File: src/rtl/apb2_burst_master.sv
// rtl/apb2_burst_master.sv - APB2 initiator turning one command into a burst of sequential byte transfers
module apb2_burst_master #(
  parameter int ADDR_BITS = 12,
  parameter int DATA_BITS = 8,
  parameter int MAX_BEATS = 8,
  parameter int CNT_BITS  = 3
) (
  input  logic                           clk,
  input  logic                           rst,
  input  logic                           cmd_valid,
  output logic                           cmd_ready,
  input  logic                           cmd_write,
  input  logic [ADDR_BITS-1:0]           cmd_addr,
  input  logic [CNT_BITS-1:0]            cmd_count,
  input  logic [DATA_BITS*MAX_BEATS-1:0] cmd_wdata,
  output logic                           rsp_valid,
  output logic [DATA_BITS*MAX_BEATS-1:0] rsp_rdata,
  output logic                           busy,
  output logic [ADDR_BITS-1:0]           PADDR,
  output logic                           PSEL,
  output logic                           PENABLE,
  output logic                           PWRITE,
  output logic [DATA_BITS-1:0]           PWDATA,
  input  logic [DATA_BITS-1:0]           PRDATA
);

  localparam int BUF_BITS = DATA_BITS * MAX_BEATS;

  typedef enum logic [1:0] {
    IDLE   = 2'd0,
    SETUP  = 2'd1,
    ACCESS = 2'd2
  } state_t;

  state_t               state;
  state_t               state_nxt;
  logic [CNT_BITS-1:0]  beat;
  logic [CNT_BITS-1:0]  count;
  logic [BUF_BITS-1:0]  wbuf;
  logic [BUF_BITS-1:0]  rbuf;
  logic [BUF_BITS-1:0]  rbuf_merged;
  logic                 accept;
  logic                 last_beat;

  assign cmd_ready = (state == IDLE);
  assign accept    = cmd_valid && cmd_ready;
  assign last_beat = (beat == count);

  always_ff @(posedge clk or negedge rst) begin
    if (!rst) begin
      state <= IDLE;
    end else begin
      state <= state_nxt;
    end
  end

  always_comb begin
    state_nxt = state;
    case (state)
      IDLE:    if (accept) state_nxt = SETUP;
      SETUP:   state_nxt = ACCESS;
      ACCESS:  state_nxt = last_beat ? IDLE : SETUP;
      default: state_nxt = IDLE;
    endcase
  end

  // Read buffer with the beat currently on PRDATA folded in, so the final
  // beat lands in rsp_rdata on the same edge that raises rsp_valid.
  always_comb begin
    rbuf_merged = rbuf;
    rbuf_merged[int'(beat) * DATA_BITS +: DATA_BITS] = PRDATA;
  end

  always_ff @(posedge clk or negedge rst) begin
    if (!rst) begin
      PSEL      <= 1'b0;
      PENABLE   <= 1'b0;
      PWRITE    <= 1'b0;
      PADDR     <= '0;
      PWDATA    <= '0;
      busy      <= 1'b0;
      rsp_valid <= 1'b0;
      rsp_rdata <= '0;
      rbuf      <= '0;
      wbuf      <= '0;
      beat      <= '0;
      count     <= '0;
    end else begin
      rsp_valid <= 1'b0;
      case (state)
        IDLE: begin
          if (accept) begin
            PSEL    <= 1'b1;
            PENABLE <= 1'b0;
            PADDR   <= cmd_addr;
            PWRITE  <= cmd_write;
            busy    <= 1'b1;
            beat    <= '0;
            count   <= cmd_count;
            // Write data is kept as a shift register: beat 0 goes straight
            // onto PWDATA, the rest shifts down one beat per transfer.
            wbuf    <= cmd_wdata >> DATA_BITS;
            if (cmd_write) begin
              PWDATA <= cmd_wdata[DATA_BITS-1:0];
            end else begin
              rbuf <= '0;
            end
          end
        end
        SETUP: begin
          PENABLE <= 1'b1;
        end
        ACCESS: begin
          PENABLE <= 1'b0;
          if (!PWRITE) begin
            rbuf <= rbuf_merged;
          end
          if (!last_beat) begin
            PADDR <= PADDR + ADDR_BITS'(1);
            beat  <= beat + CNT_BITS'(1);
            if (PWRITE) begin
              PWDATA <= wbuf[DATA_BITS-1:0];
              wbuf   <= wbuf >> DATA_BITS;
            end
          end else begin
            PSEL      <= 1'b0;
            busy      <= 1'b0;
            rsp_valid <= 1'b1;
            if (!PWRITE) begin
              rsp_rdata <= rbuf_merged;
            end
          end
        end
        default: begin
          PSEL    <= 1'b0;
          PENABLE <= 1'b0;
          busy    <= 1'b0;
        end
      endcase
    end
  end

endmodule
File: config.mk
export PLATFORM = sky130hd
export DESIGN_NAME = apb2_burst_master
export DESIGN_NICKNAME = d
export VERILOG_FILES = /design/src/rtl/apb2_burst_master.sv
export SDC_FILE = /design/constraint.sdc
export NUM_CORES = 1
export LEC_CHECK = 0
export ABC_AREA = 1
export CAP_MARGIN = 0
export CORE_MARGIN = 5
export CORE_UTILIZATION = 40
export CTS_CLUSTER_DIAMETER = 200
export DETAILED_ROUTE_END_ITERATION = 6
export SYNTH_ARGS = -nofsm -noshare
export SYNTH_HDL_FRONTEND = slang
export SYNTH_SLANG_ARGS = --single-unit
File: constraint.sdc
create_clock -name clk -period 2.9 [get_ports clk]
set_input_delay 0.29 -clock clk [delete_from_list [all_inputs] [get_ports clk]]
set_output_delay 0.29 -clock clk [all_outputs]
set_load 0.02 [all_outputs]
=== Yosys cells after proc, flatten, opt, wreduce, memory -nomap -nowiden ===
Index checks and enable logic that the tools add are counted.
W data, S select, Z words.

* Bits in registers: 224
* Input bits: 91
* Output and inout port bits: 90
* Word-level logic and storage cells: 69

* Eq/ne operators: 10
* Reduce and logical (&&, ||, !) cells: 10
* Muxes and demuxes: 30
* Bitwise gates (word level): 2
* Shift operators: 2
* $add $sub $neg: 3

{| class="wikitable"
|+ Operators by type and width
! operator !! count
|-
| $mux W64 || 6
|-
| $pmux W64 S2 || 2
|-
| $bwmux W64 || 1
|-
| $shift A8 B33 Y64 const A || 1
|-
| $shiftx A8 B33 Y64 || 1
|-
| $neg A6 Y33 || 1
|-
| $mux W8 || 4
|-
| $mux W12 || 2
|-
| $pmux W12 S2 || 1
|-
| $pmux W8 S2 || 1
|-
| $add A12 B1 Y12 const B || 1
|-
| $ne A2 B2 Y1 const B || 5
|-
| $reduce_and A3 Y1 || 3
|-
| $reduce_and A4 Y1 || 2
|-
| $mux W1 || 6
|-
| $mux W3 || 2
|-
| $pmux W2 S3 || 1
|-
| $pmux W3 S2 || 1
|-
| $reduce_and A5 Y1 || 1
|-
| $ne A2 B1 Y1 const B || 2
|-
| $add A3 B1 Y3 const B || 1
|-
| $eq A3 B3 Y1 || 1
|-
| $pmux W1 S3 || 1
|-
| $eq A2 B1 Y1 const B || 1
|-
| 8 further kinds || 9
|}

=== Depth between registers and ports, before layout ===
* Depth in word-level cells: 5
* Depth in mapped cells: 14
* Mapped depth without buffers: 12

=== Worst setup path before layout ===
No wires, ideal clock.

* Path type: flip-flop to flip-flop
* Start point: register beat[0]
* End point: register rbuf[56]
* Cell stages (with the launch flop): 10
* Arrival time: 1947 ps
* Setup slack: 815 ps
* Buffers on the path: 2
* Library setup time: 138 ps
* Period minus slack after synthesis: 2085 ps
* Data required time: 2762 ps
* Cell sequence: dfrtp_1 > buf_2 > inv_4 > ha_1 > ha_1 > nor2_1 > nand2_1 > clkbuf_1 > o21ai_0 > o22ai_1

* Longest elaborated chain between the ends: 5
* Elaborated cells on any way between the ends: 6
* Those cells by class: 1 x add/sub; 2 x shift; 3 x mux

{| class="wikitable"
|+ RTL lines
! what !! RTL line !! source
|-
| start, declared || 37 || <nowiki>logic [CNT_BITS-1:0] beat;</nowiki>
|-
| start signal, assigned || 120 || <nowiki>beat <= beat + CNT_BITS'(1);</nowiki>
|-
| $neg A6 Y33 * || 71 || <nowiki>rbuf_merged[int'(beat) * DATA_BITS +: DATA_BITS] = PRDATA;</nowiki>
|-
| $shiftx A8 B33 Y64 or $shift A8 B33 Y64 (tied branches) || 71 ||
|-
| $bwmux W64 * || 71 ||
|-
| $mux W64 * || 115 || <nowiki>if (!PWRITE) begin</nowiki>
|-
| $pmux W64 S2 * || 90 || <nowiki>case (state)</nowiki>
|-
| end signal, assigned || 116 || <nowiki>rbuf <= rbuf_merged;</nowiki>
|-
| end, declared || 40 || <nowiki>logic [BUF_BITS-1:0] rbuf;</nowiki>
|}

Mark *: on every way between the ends. The rest lies on a longest branch, timed or not. The select of a mux whose other input is x is not followed.
A chain may end at the register's enable or synchronous reset.

=== Worst setup path in the final report ===
* Start point: register beat[1]
* End point: register rbuf[51]

Same word-level chain as after synthesis.

==> run metrics <==
outcome=finished clean; CP Cell Sequence=inv_1, ha_1, ha_1, nor2_2, nand4_1, o21ai_0, o21ai_0; sw power=0.00611 W; Total Wirelength=approximately 28000 µm; Placement Cell Area=between 0.01 and 0.015 mm²; WHS Path Cells=3; Power Density=1130 mW/mm²; Worst EP arrival=2.79 ns; initial detailed-routing violation count=713; latest clock arrival within the worst-skew pair=0.51 ns; I/O Buffers=180; layout cells sized above 1=5.47%; Post-Syn Instances=1314; largest family of logic cells by synthesized area=simple AND/OR/NAND/NOR gates; FMAX=about 0.41 GHz; Synth area leaders=dfrtp_1 (53%), nand2_1 (22%), o21ai_0 (4.5%), nand3_1 (3.9%), inv_1 (3.4%); remaining global-route overflow=0; Async S/R FF share, synth=100%; area of the core=0.0251 mm²; Post-DRT Antenna Nets=0; final setup fails=0; Synth area leader=dfrtp_1; pin count of the biggest net entering global routing=96; synth unique cells=30; Power Total=0.0146 W; Wirelength per Cell=approximately 15 µm; PnR worst setup slack=0.466 ns; clock share of power=about 20%; Peak VDD IR=589 µV; multiplexer share of the synthesized area=0%; fin crit period=2.43 ns; fin. max-slew vios=0; Final GP Congestion=0.810; sequential power share=34.4%; Worst path max stage delay=about 0.54 ns; CP max stage cell=nand4_1; Tightest Pin Transition=0.821 ns; vias=a little under 9000; vias in the first global route=8737; flop2flop setup slack=between 0.4 and 0.5 ns; crit-path max FO=16; root buffer cell=clkbuf_16; Logic pwr share=45.3%; Place WS=about 0.5 ns; sw frac=41.9%; crit path buf inv count=1; clock sinks=215; final hold vios=0; Reg2Reg Depth=7; Hold Crit Class=in -> reg; setup_tns=0 ns; Power Internal=around 0.0085 W; Post-synth EDFFs=0; HP Start=cmd_wdata[59]; die area=0.0287 mm²; die height=169 µm; Fin Clk Skew=approximately 0.014 ns; synthesized cell area=around 0.010 mm²; DRC=0; Finished Cell Area=roughly 0.013 mm²; DR vias/cell=about 5; leakage power=about 6.6 nW; P&R area growth vs syn=27.3%; Ys Warns=0; critical path launch point type=flip-flop; Setup Fix Bufs, Post-CTS=0; Hold Path End=wbuf[51]; Post-Synth Simple-Gate Area=about 29%; Crit path max-delay family=simple AND/OR/NAND/NOR gates; count leader, synth=nand2_1; Post-Synth Adder-Cell Area=0.615%; drt pass-1 iters=5; Initial Utilization=roughly two fifths; Synth Area in XOR/XNOR=less than 1%; post-synthesis sequential area ratio=52.9%; Setup CP Type=reg -> reg; ANT cells=0; global-route wire length before repair=45900 µm; worst rel slew slack=45.3%; Max Cap Viol=0; H-tree Lvls=1; Syn Nets=roughly 1400; Tot GR Track Use=19.4%; layout filler cell count=2516; multi-input combinational cell area=0.00402 mm²; unrepaired setup endpoints after global routing=no; register clock-pin slew on the reported worst setup and hold paths=0.06 ns; Synth top area share=a little over half; maximum clock path buffer count=3; synth cell count leaders=nand2_1 (595), dfrtp_1 (215), inv_1 (93), o21ai_0 (92), nand3_1 (79); CTS tree=done; I/O pin count=181; Synth Area in Compound Gates=9.79%; nets@finish=1559; Post-synth top flop=dfrtp_1; Rows=a little under 60; Worst Path Required=3.26 ns; Reg area=0.00538 mm²; fin crit share=between 80% and 90%; Final HPWL DP=18700 µm; post-synthesis average cell area=7.74 µm²; flops & latches, synth=215; initial antenna violation count=2; crit end category=flip-flop; chip width=169 µm; worst r2r src=beat[1]; reg-to-reg endpoint=rbuf[51]; Num CTS Buffers=24
[layout by cell type (no fill, tap or decap), types with 2 or more instances in the layout]
master and n:
nand2_2 5, nand4_1 12, nor2_1 27, clkdlybuf4s50_1 179, clkinv_2 6, o21bai_1 2
clkbuf_16 25, clkbuf_1 5, a21oi_1 5, o21ai_0 92, xnor2_1 2, o22ai_1 34
nand3_2 2, nor2_2 2, clkbuf_8 7, buf_12 3, buf_4 13, dfrtp_1 215
or2_2 4, ha_1 5, inv_1 93, nand2_4 3, inv_2 7, o21ai_1 51
nand3_1 79, nand2_1 594
[power groups by stage]
stage                     registers, W  logic [W]  clock network (W)
after floorplan                0.00562    0.00360                  0
after global placement         0.00505    0.00660                  0
after detailed placement       0.00506    0.00669                  0
after CTS                      0.00503    0.00670            0.00302
after global routing           0.00519    0.00741            0.00316
final                          0.00502    0.00660            0.00296
[sequential cells by signal, summed over array words and instances (netlist names)]
name	count
rbuf	64
rsp_rdata	64
state	2
PWRITE	1
wbuf	56
beat	3
PADDR	12
PSEL	1
rsp_valid	1
count	3
PWDATA	8
[worst min-delay path, stage by stage]
cell and delay (ns):
clkdlybuf4s50_1 0.39, nand2_1 0.06, nand2_1 0.04
[cell type report]
class / instances / share of cell area, %
Clock buffer: 37 / 5.73
Inverter: 101 / 2.95
Timing Repair Buffer: 197 / 15.3
Tap cell: 330 / 3.19
Clock inverter: 6 / 0.232
Multi-Input combinational cell: 924 / 31.0
Sequential cell: 215 / 41.6
[layer usage]
layer  vias to the layer above  track usage (%)  routed length [µm]  share of wire [%]
met4                         4             4.45                 418                1.5
met3                        34             4.54                1940                6.9
met5                         -                0                  27              0.096
li1                       4460                -                   -                  -
met2                       213             31.4               12800                 46
met1                      4110             26.7               12800                 46
[how the worst max path moves through the flow]
stage	start	slack (ns)	endpoint	depth (start not counted)
floorplan	beat[0]	0.81	rbuf[56]	9
global placement	beat[1]	0.59	rbuf[55]	7
detailed placement	beat[1]	0.49	rbuf[51]	7
CTS	beat[1]	0.46	rbuf[51]	7
global route	beat[1]	0.23	rbuf[51]	7
finish	beat[1]	0.47	rbuf[51]	7
[per-stage QoR]
stage          hold slack, ns  cells  utilization (%)
5_1_grt                 0.315   1810             51.5
3_5_place_dp            0.367   1766             48.4
2_1_floorplan        -0.00559   1314                -
6_report                0.311   1810             51.5
4_1_cts                 0.295   1810             51.5
3_3_place_gp            0.387   1766             48.4
[cell families (layout without fill, tap and decap cells)]
group / count (synthesis) / after routing
flip-flops: 215 / 215
buffers and inverters: 175 / 341
adder cells (fa/ha/maj): 5 / 5
AND/OR/NAND/NOR: 730 / 730
AO/OA/AOI/OAI: 187 / 187
XOR/XNOR: 2 / 2
[repair_timing]
item	CTS	global route
gates resized for setup	0	0
hold buffers	1	0
hold endpoints to repair	91	0
Note: power is estimated with default switching activity, not from simulation.
